$ cat config.mk
export PLATFORM = sky130hd
export DESIGN_NAME = mem_bus_arbiter
export DESIGN_NICKNAME = d
export VERILOG_FILES = /design/src/rtl/mips_mc_pkg.sv /design/src/rtl/rr_arb2.sv /design/src/rtl/mem_bus_arbiter.sv
export SDC_FILE = /design/constraint.sdc
export NUM_CORES = 1
export LEC_CHECK = 0
export CORE_ASPECT_RATIO = 0.6
export CORE_MARGIN = 2
export CORE_UTILIZATION = 37
export CTS_CLUSTER_DIAMETER = 30
export DETAILED_ROUTE_END_ITERATION = 8
export PLACE_DENSITY = 0.82
export REMOVE_ABC_BUFFERS = 1
export SYNTH_ARGS = -nofsm -noshare
export SYNTH_HDL_FRONTEND = slang
export SYNTH_SLANG_ARGS = --single-unit
$ cat constraint.sdc
create_clock -name clk -period 3.15 [get_ports clk]
set_input_delay 0.63 -clock clk [delete_from_list [all_inputs] [get_ports clk]]
set_output_delay 0.63 -clock clk [all_outputs]
set_load 0.01 [all_outputs]
$ cat src/rtl/mips_mc_pkg.sv
// rtl/mips_mc_pkg.sv - shared encodings and default widths for the dual-core memory system
package mips_mc_pkg;

   typedef enum logic [1:0] {
      IDLE   = 2'd0,
      ACCESS = 2'd1,
      WAIT   = 2'd2,
      RESP   = 2'd3
   } state_t;

   localparam int DEF_ADDR_W = 12;
   localparam int DEF_DATA_W = 32;

endpackage

$ cat src/rtl/rr_arb2.sv
// rtl/rr_arb2.sv - combinational two-requester round-robin grant
module rr_arb2 (
   input  logic req0,
   input  logic req1,
   input  logic last_grant,
   output logic grant_valid,
   output logic grant_id
);

   assign grant_valid = req0 | req1;
   // On a tie the port that did not win last time goes next.
   assign grant_id    = (req0 & req1) ? ~last_grant : req1;

endmodule

$ cat src/rtl/mem_bus_arbiter.sv
// rtl/mem_bus_arbiter.sv - round-robin arbiter from two core caches onto one main-memory port
// Optional write-invalidate output enabled by MEM_BUS_ARB_INVAL_EN.
module mem_bus_arbiter
   import mips_mc_pkg::*;
#(
   parameter int ADDR_W  = DEF_ADDR_W,
   parameter int DATA_W  = DEF_DATA_W,
   parameter int MEM_LAT = 1
) (
   input  logic              clk,
   input  logic              rst,
   input  logic              req0,
   input  logic              req1,
   input  logic              we0,
   input  logic              we1,
   input  logic [ADDR_W-1:0] addr0,
   input  logic [ADDR_W-1:0] addr1,
   input  logic [DATA_W-1:0] wdata0,
   input  logic [DATA_W-1:0] wdata1,
   output logic [DATA_W-1:0] rdata0,
   output logic [DATA_W-1:0] rdata1,
   output logic              ack0,
   output logic              ack1,
   output logic              stall0,
   output logic              stall1,
   output logic [ADDR_W-1:0] mem_addr,
   output logic [DATA_W-1:0] mem_wdata,
   output logic              mem_rden,
   output logic              mem_wren,
   input  logic [DATA_W-1:0] mem_q,
   output logic [1:0]        inv_valid,
   output logic [ADDR_W-1:0] inv_addr
);

   state_t            state;
   logic              last_grant;
   logic              grant;
   logic              we_q;
   logic [2:0]        cnt;
   logic [DATA_W-1:0] rdata_q;
   logic [1:0]        ack_q;

   logic              grant_valid;
   logic              grant_id;
   logic              sel_we;
   logic [ADDR_W-1:0] sel_addr;
   logic [DATA_W-1:0] sel_wdata;

   rr_arb2 u_arb (
      .req0        (req0),
      .req1        (req1),
      .last_grant  (last_grant),
      .grant_valid (grant_valid),
      .grant_id    (grant_id)
   );

   assign sel_we    = grant_id ? we1    : we0;
   assign sel_addr  = grant_id ? addr1  : addr0;
   assign sel_wdata = grant_id ? wdata1 : wdata0;

   // The memory-side registers double as the request latch: they are loaded
   // on the IDLE->ACCESS edge and cleared again when ACCESS ends.
   always_ff @(posedge clk or posedge rst) begin
      if (rst) begin
         state      <= IDLE;
         last_grant <= 1'b1;
         grant      <= 1'b0;
         we_q       <= 1'b0;
         cnt        <= 3'd0;
         rdata_q    <= '0;
         ack_q      <= 2'b00;
         mem_addr   <= '0;
         mem_wdata  <= '0;
         mem_rden   <= 1'b0;
         mem_wren   <= 1'b0;
`ifdef MEM_BUS_ARB_INVAL_EN
         inv_valid  <= 2'b00;
         inv_addr   <= '0;
`endif
      end else begin
         ack_q     <= 2'b00;
         mem_addr  <= '0;
         mem_wdata <= '0;
         mem_rden  <= 1'b0;
         mem_wren  <= 1'b0;
`ifdef MEM_BUS_ARB_INVAL_EN
         inv_valid <= 2'b00;
         inv_addr  <= '0;
`endif
         case (state)
            IDLE: begin
               if (grant_valid) begin
                  grant      <= grant_id;
                  last_grant <= grant_id;
                  we_q       <= sel_we;
                  mem_addr   <= sel_addr;
                  mem_wdata  <= sel_wdata;
                  mem_wren   <= sel_we;
                  mem_rden   <= ~sel_we;
`ifdef MEM_BUS_ARB_INVAL_EN
                  if (sel_we) begin
                     inv_valid <= grant_id ? 2'b01 : 2'b10;
                     inv_addr  <= sel_addr;
                  end
`endif
                  state      <= ACCESS;
               end
            end
            ACCESS: begin
               if (we_q) begin
                  ack_q[grant] <= 1'b1;
                  state        <= RESP;
               end else begin
                  cnt   <= 3'(MEM_LAT);
                  state <= WAIT;
               end
            end
            WAIT: begin
               cnt <= cnt - 3'd1;
               if (cnt == 3'd1) begin
                  rdata_q      <= mem_q;
                  ack_q[grant] <= 1'b1;
                  state        <= RESP;
               end
            end
            RESP:    state <= IDLE;
            default: state <= IDLE;
         endcase
      end
   end

`ifndef MEM_BUS_ARB_INVAL_EN
   assign inv_valid = 2'b00;
   assign inv_addr  = '0;
`endif

   assign ack0   = ack_q[0];
   assign ack1   = ack_q[1];
   assign rdata0 = rdata_q;
   assign rdata1 = rdata_q;
   assign stall0 = req0 & ~ack_q[0];
   assign stall1 = req1 & ~ack_q[1];

endmodule

==> metrics.md, run 1 <==
| Metric | Value |
|---|---|
| CTS H-tree lvls | 3 |
| First-pass GRT wire length | 16510 um |
| Mapped Cells | 368 |
| Worst slew pin tran | 730.2 ps |
| Post-route antenna net violation count | 0 |
| CTS root buf | clkbuf_16 |
| Critical Path AT | 2010 ps |
| Via density | 4.589 |
| Min Hold Slack | 470.1 ps |
| RSZ-0062 raised after global routing | false |
| Endpoints failing setup | 0 |
| Die width | about 140 um |
| Largest net degree at the start of global routing | 48 |
| Worst Setup Start Kind | primary input |
| Metal2 WL | roughly 5600 um |
| Ys flop type | dfrtp_1 |
| Post-Layout Cell Count | 715 |
| Worst Hold Endpoint | ack_q[0]$_DFF_PP0_ |
| Worst vdd ir | 0.0005725 V |
| Initial antenna violation count | 0 |
| Post-cts gate resize count | 0 |
| Layout cells sized above 1 | 10.07% |
| Worst r2r dst | rdata0[3]$_DFFE_PP0P_ |
| Critical path launch point | req0 |
| Ports | about 250 |
| Number of flops mapped to enable cells by yosys | 0 |
| Worst-case clock buffer depth | 2 |
| FF-to-FF setup slack | 1010 ps |
| Fmax | 378.2 MHz |
| Lkg Pwr | 2.858 nW |
| Post-Synthesis Cell Area | just under 4000 sq um |
| Hpwl dp | 8182 um |
| Metal-1 WL | 4086 um |
| Starting Density | a little under two fifths |
| # rows | 29 |
| Die H | roughly 84 um |
| Clock-pin slew on the worst setup and hold paths | about 60 ps |
| Diodes inserted | 0 |
| Hold Crit Depth | 1 |
| # DRC | 0 |
| Synth area leader | dfrtp_1 |
| Hold Crit Start | grant$_DFFE_PP0P_ |
| Dpl cells | 699 |
| CTS tree | yes |
| Cts bufs inserted | 9 |
| DR WL met3 | 792 um |
| Yosys top cell area share | 54.98% |
| Final Critical Period | 2644 ps |
| CTS hold repair buffers | 0 |
| Setup bufs post-CTS | 0 |
| Final hold vios | 0 |
| Via Count | about 3300 |
| Core box area | 10490 sq um |
| Port buffer count | about 240 |
| Clk sinks | slightly below 90 |
| Cell area after layout | 6519 sq um |
| Status | complete, no violations |
| Async S/R FF share, synth | 100.0% |
| Clk_lat worst skew | 330 ps |
| Area grow syn2layout | 64.61% |
| Slew margin rel. | between 50% and 60% |
| Vias in the first global route | ~3300 |
| Drt initial violations | approximately 150 |
| Total negative setup slack | 0 ps |
| Fin util | between 60 and 70% |
| Count of final max-slew check failures | 0 |
| Crit-path max FO | 6 |
| Setup CP Type | in2out |
| Final Net Count | 702 |
| WL per Instance | 14.81 um |
| Worst reg2reg path depth | 5 |
| CP Capture Type | output pin |
| Distinct cells, synth | 32 |
| Req. time, crit path | 2520 ps |
| Yosys reg bits | 88 |
| TritonRoute pass-1 iters | 4 |
| Pwr per Cell Area | 858.3 nW/um^2 |
| Syn Area/Cell | 10.76 sq um |
| HP Class | reg2reg |
| Grt total ovfl | 0 |
| Area after DPL | 6172 sq um |
| GRT Total Usage | ~18% |
| Max-cap viol count | 0 |
| Seq/Total Area, Yosys | 55.64% |
| Main area contributors after synthesis | dfrtp_1, buf_4, mux2_2, nand2_1, a21oi_1 |
| Uppermost layer routed | met4 |
| Ys Warns | 0 |
| Die ar. | 11570 sq um |
| Reg2reg start | state[0]$_DFFE_PP0P_ |
| Final clock skew | 5.872 ps |
| Final worst-path cycle share | between 80% and 90% |
| Final GP Congestion | 0.7758 |
| Total Wirelength | 10590 um |
==> critical path, cell delays in order <==
cell and delay, ps:
clkdlybuf4s50_1 650, nor2b_1 170, clkdlybuf4s50_1 560
==> flip-flops by register name (all words and copies together), names as in the netlist <==
register    flops
mem_wren        1
mem_addr       12
ack_q           2
we_q            1
rdata0         32
mem_rden        1
last_grant      1
mem_wdata      32
state           2
grant           1
cnt             3
==> cells in the final DEF, fill, tap and decap left out <==
cell type,instances
ha_1,5
a21bo_2,1
o21ai_0,1
nor2_1,6
clkbuf_8,1
and2_1,2
mux2_4,3
o21a_1,1
dfrtp_1,87
mux2_2,30
mux2i_1,3
o21ai_4,1
clkinv_4,1
a311oi_1,1
nand2_1,89
clkinv_2,2
nor3b_1,1
dfstp_2,1
nand2b_1,1
a22oi_1,1
nand3_1,1
a21oi_1,46
nor2b_1,4
a211o_1,1
a211oi_1,1
clkbuf_1,1
bufinv_16,3
conb_1,14
a31oi_1,2
and3b_1,1
buf_4,3
buf_12,2
clkbuf_16,9
a21boi_4,1
a22o_1,2
clkdlybuf4s50_1,239
o221ai_1,1
inv_1,7
==> stage by stage <==
step	setup WS (ps)	power, W
global placement	474.4	0.004339
finish	505.7	0.005595
global route	429.3	0.005940
CTS	479.6	0.005675
detailed placement	481.7	0.004441
floorplan	-497.7	0.002881
==> cells in the mapped netlist, types with 3 or more instances <==
cell	n
dfrtp_1	87
buf_6	6
a21oi_1	46
mux2_2	30
buf_4	50
nor2_1	6
nand2_1	89
mux2i_1	3
inv_1	8
buf_2	7
nor2b_1	4
mux2_4	3
ha_1	5
==> routing by layer <==
layer | vias to the layer above | GRT usage (%)
met5 | - | 0
met4 | 0 | 4.780
met3 | 14 | 4.710
met2 | 138 | 33.74
met1 | 1582 | 21.10
li1 | 1547 | -
==> worst max path at each step <==
| stage | to | cells past startpoint |
|---|---|---|
| 6_report | stall0 | 3 |
| 5_1_grt | stall0 | 3 |
| 4_1_cts | stall0 | 3 |
| 3_5_place_dp | stall0 | 3 |
| 3_3_place_gp | stall0 | 3 |
| 2_1_floorplan | grant$_DFFE_PP0P_ | 2 |
==> cells by family after synthesis <==
kind of cell	count (synthesis)	synth area share, %
compound gates	60	8.594
fa+ha+maj	5	1.580
buf+inv	73	13.02
flops	88	55.64
mux	36	10.43
other cells	1	0.09470
simple gates	105	10.65
==> final cells by class <==
type	instances	area [sq um]
fill	838	3968
timing repair buffer	244	2455
sequential	88	2203
multi-input combinational	220	1309
clock buffer	11	242.7
tap	139	173.9
clock inverter	5	103.9
inverter	8	31.28
==> power breakdown <==
group	switching [W]	total [W]	internal, W	leakage, nW
clock network	0.000410	0.00121	0.000796	0.170
registers	0.000261	0.00180	0.00154	1.13
logic	0.00105	0.00259	0.00153	1.56
total	0.00172	0.00559	0.00387	2.86
(Power assumes the default switching activity.)
==> run 2: changes to the inputs <==
--- a/config.mk
+++ b/config.mk
@@ -7,10 +7,10 @@
 export LEC_CHECK = 0
 export CORE_ASPECT_RATIO = 0.6
 export CORE_MARGIN = 2
-export CORE_UTILIZATION = 37
+export CORE_UTILIZATION = 33
 export CTS_CLUSTER_DIAMETER = 30
 export DETAILED_ROUTE_END_ITERATION = 8
-export PLACE_DENSITY = 0.82
+export PLACE_DENSITY = 0.77
 export REMOVE_ABC_BUFFERS = 1
 export SYNTH_ARGS = -nofsm -noshare
 export SYNTH_HDL_FRONTEND = slang
==> constraint.sdc (replaced) <==
create_clock -name clk -period 2.1 [get_ports clk]
set_input_delay 0.42 -clock clk [delete_from_list [all_inputs] [get_ports clk]]
set_output_delay 0.42 -clock clk [all_outputs]
set_load 0.01 [all_outputs]
==> metrics.md, run 2 (synthesis gave the netlist of run 1 again) <==
| Metric | Value |
|---|---|
| Status | complete, no violations |
| Critical Path AT | 1600 ps (-410 ps) |
| Count of final max-slew check failures | 0 (unchanged) |
| Via density | 4.486 (-2.2%) |
| Via Count | 3324 (+1.3%) |
| Port buffer count | 239 (unchanged) |
| Setup bufs post-CTS | 0 (unchanged) |
| Initial antenna violation count | 0 (unchanged) |
| CTS root buf | clkbuf_16 |
| Worst Setup Start Kind | primary input |
| Setup CP Type | in2out |
| Grt total ovfl | 0 (unchanged) |
| # DRC | 0 (unchanged) |
| Max-cap viol count | 0 (unchanged) |
| Total Wirelength | 11470 um (+8.3%) |
| Most common cell after layout, fill and taps aside | clkdlybuf4s50_1 |
| Fin util | 57.34% (-4.8 points) |
| Worst vdd ir | 0.0006481 V (+13%) |
| Final hold vios | 0 (unchanged) |
| Post-cts gate resize count | 0 (unchanged) |
| Largest net degree at the start of global routing | 46 (-4.2%) |
| Final Critical Period | about 2000 ps |
| Starting Density | 34.48% (-3.3 points) |
| Lkg Pwr | 2.876 nW (+0.62%) |
| CTS tree | yes |
| Die H | 88.86 um (+5.6%) |
| Endpoints failing setup | 0 (unchanged) |
| Core box area | 11490 sq um (+9.5%) |
| Die ar. | 12920 sq um (+12%) |
| TritonRoute pass-1 iters | 4 (unchanged) |
| Hpwl dp | 8749 um (+6.9%) |
| Ports | 254 (unchanged) |
| Critical path launch point | req1 |
| Pwr per Cell Area | 1256 nW/um^2 (+46%) |
| WL per Instance | 15.48 um (+4.5%) |
| Most frequent cells in the layout | clkdlybuf4s50_1, nand2_1, dfrtp_1, a21oi_1, mux2_2 |
| Clk sinks | 88 (unchanged) |
| RSZ-0062 raised after global routing | false |
| CP Capture Type | output pin |
| Clock-pin slew on the worst setup and hold paths | 60 ps (about the same) |
| Layout cells sized above 1 | 10.84% (+0.77 points) |
| End point of the critical path | stall1 |
| Worst r2r dst | rdata0[23]$_DFFE_PP0P_ |
| First-pass GRT wire length | 17640 um (+6.9%) |
| GRT Total Usage | 17.45% (-0.86 points) |
| Min Hold Slack | 350.3 ps (-119.8 ps) |
| Area grow syn2layout | 66.32% |
| Drt initial violations | 177 (+15%) |
| CTS H-tree lvls | 3 (unchanged) |
| Req. time, crit path | 1680 ps (-840 ps) |
| # rows | 30 (+3.4%) |
| Final GP Congestion | 0.8051 (+3.8%) |
| Fmax | between 400 and 500 MHz |
| Final worst-path cycle share | 96.42% |
| Worst reg2reg path depth | 5 (unchanged) |
| FF-to-FF setup slack | 480 ps (-530 ps) |
| HP Class | in2async |
| Diodes inserted | 0 (unchanged) |
| Clk_lat worst skew | 330 ps (about the same) |
| Cts bufs inserted | 9 (unchanged) |
| Final Net Count | 707 (+0.71%) |
| Vias in the first global route | 3316 (-0.90%) |
| Final clock skew | 4.213 ps (-1.659 ps) |
| CTS hold repair buffers | 0 (unchanged) |
| Reg2reg start | state[0]$_DFFE_PP0P_ |
| Crit-path max FO | 2 (-4) |
| Worst-case clock buffer depth | 2 (unchanged) |
| Die width | 145.4 um (+5.7%) |
| Post-route antenna net violation count | 0 (unchanged) |
-- run 2: cell types whose count changed in the layout (fill, tap and decap cells not counted) --
cell | before | now
buf_12 | 2 | 6
buf_4 | 3 | 4
bufinv_16 | 3 | 1
clkbuf_8 | 1 | 0
clkdlybuf4s50_1 | 239 | 238
clkinv_4 | 1 | 0
clkinvlp_4 | 0 | 3
dlymetal6s2s_1 | 0 | 1
inv_8 | 0 | 1
-- run 2: worst min-delay path by stage --
stage / startpoint / end
after global placement: grant$_DFFE_PP0P_ / ack_q[0]$_DFF_PP0_
after global routing: rst / rdata0[19]$_DFFE_PP0P_
after floorplan: grant$_DFFE_PP0P_ / ack_q[0]$_DFF_PP0_
after CTS: rst / rdata0[12]$_DFFE_PP0P_
final: rst / rdata0[15]$_DFFE_PP0P_
after detailed placement: grant$_DFFE_PP0P_ / ack_q[0]$_DFF_PP0_
-- run 2: power by group --
| part | internal, W | switching (W) | leakage (nW) | total, W |
|---|---|---|---|---|
| Combinational | 0.00235 | 0.00162 | 1.61 | 0.00398 |
| Clock | 0.000928 | 0.000667 | 0.137 | 0.00159 |
| Sequential | 0.00231 | 0.000385 | 1.13 | 0.00270 |
-- run 2: routing by layer --
metal  global-route usage (%)  wire length [um]  vias up
met1                    21.48              4863     1621
met5                        0                 0        -
li1                         -                 -     1560
met4                    4.367                91        0
met2                    30.89              5782      133
met3                    5.052               729       10
-- run 2: per-stage QoR --
| step | std cells | instance area, sq um | TNS, ps | setup WS, ps | total power, W |
|---|---|---|---|---|---|
| finish | 741 | 6586 | 0 | 75.25 | 0.008269 |
| global route | 741 | 6586 | 0 | 23.85 | 0.008754 |
| CTS | 741 | 6584 | 0 | 3.236 | 0.008380 |
| detailed placement | 725 | 6286 | 0 | 13.13 | 0.006751 |
| global placement | 725 | 6286 | -2.207 | -2.207 | 0.006596 |
| floorplan | 316 | 3523 | -111580 | -1338 | 0.004321 |
-- run 2: area by class of cell --
| type | count | area (sq um) |
|---|---|---|
| fillers | 991 | 4900 |
| clock inverters | 6 | 68.82 |
| clock buffers | 10 | 229.0 |
| multi-input cells | 220 | 1309 |
| inverters | 8 | 31.28 |
| flip-flops and latches | 88 | 2203 |
| repair buffers | 249 | 2545 |
| well taps | 160 | 200.2 |
-- run 2: worst max-delay path, cell delays in order --
cell	delay, ps
clkdlybuf4s50_1	500
nor2b_1	130
clkdlybuf4s50_1	550
==> run 3: changes to the inputs <==
--- a/config.mk
+++ b/config.mk
@@ -10,6 +10,7 @@
 export CORE_UTILIZATION = 33
 export CTS_CLUSTER_DIAMETER = 30
 export DETAILED_ROUTE_END_ITERATION = 8
+export GPL_ROUTABILITY_DRIVEN = 1
 export PLACE_DENSITY = 0.77
 export REMOVE_ABC_BUFFERS = 1
 export SYNTH_ARGS = -nofsm -noshare
==> results of run 3 <==
The final DEF is identical to that of run 2; final timing and power are the same.
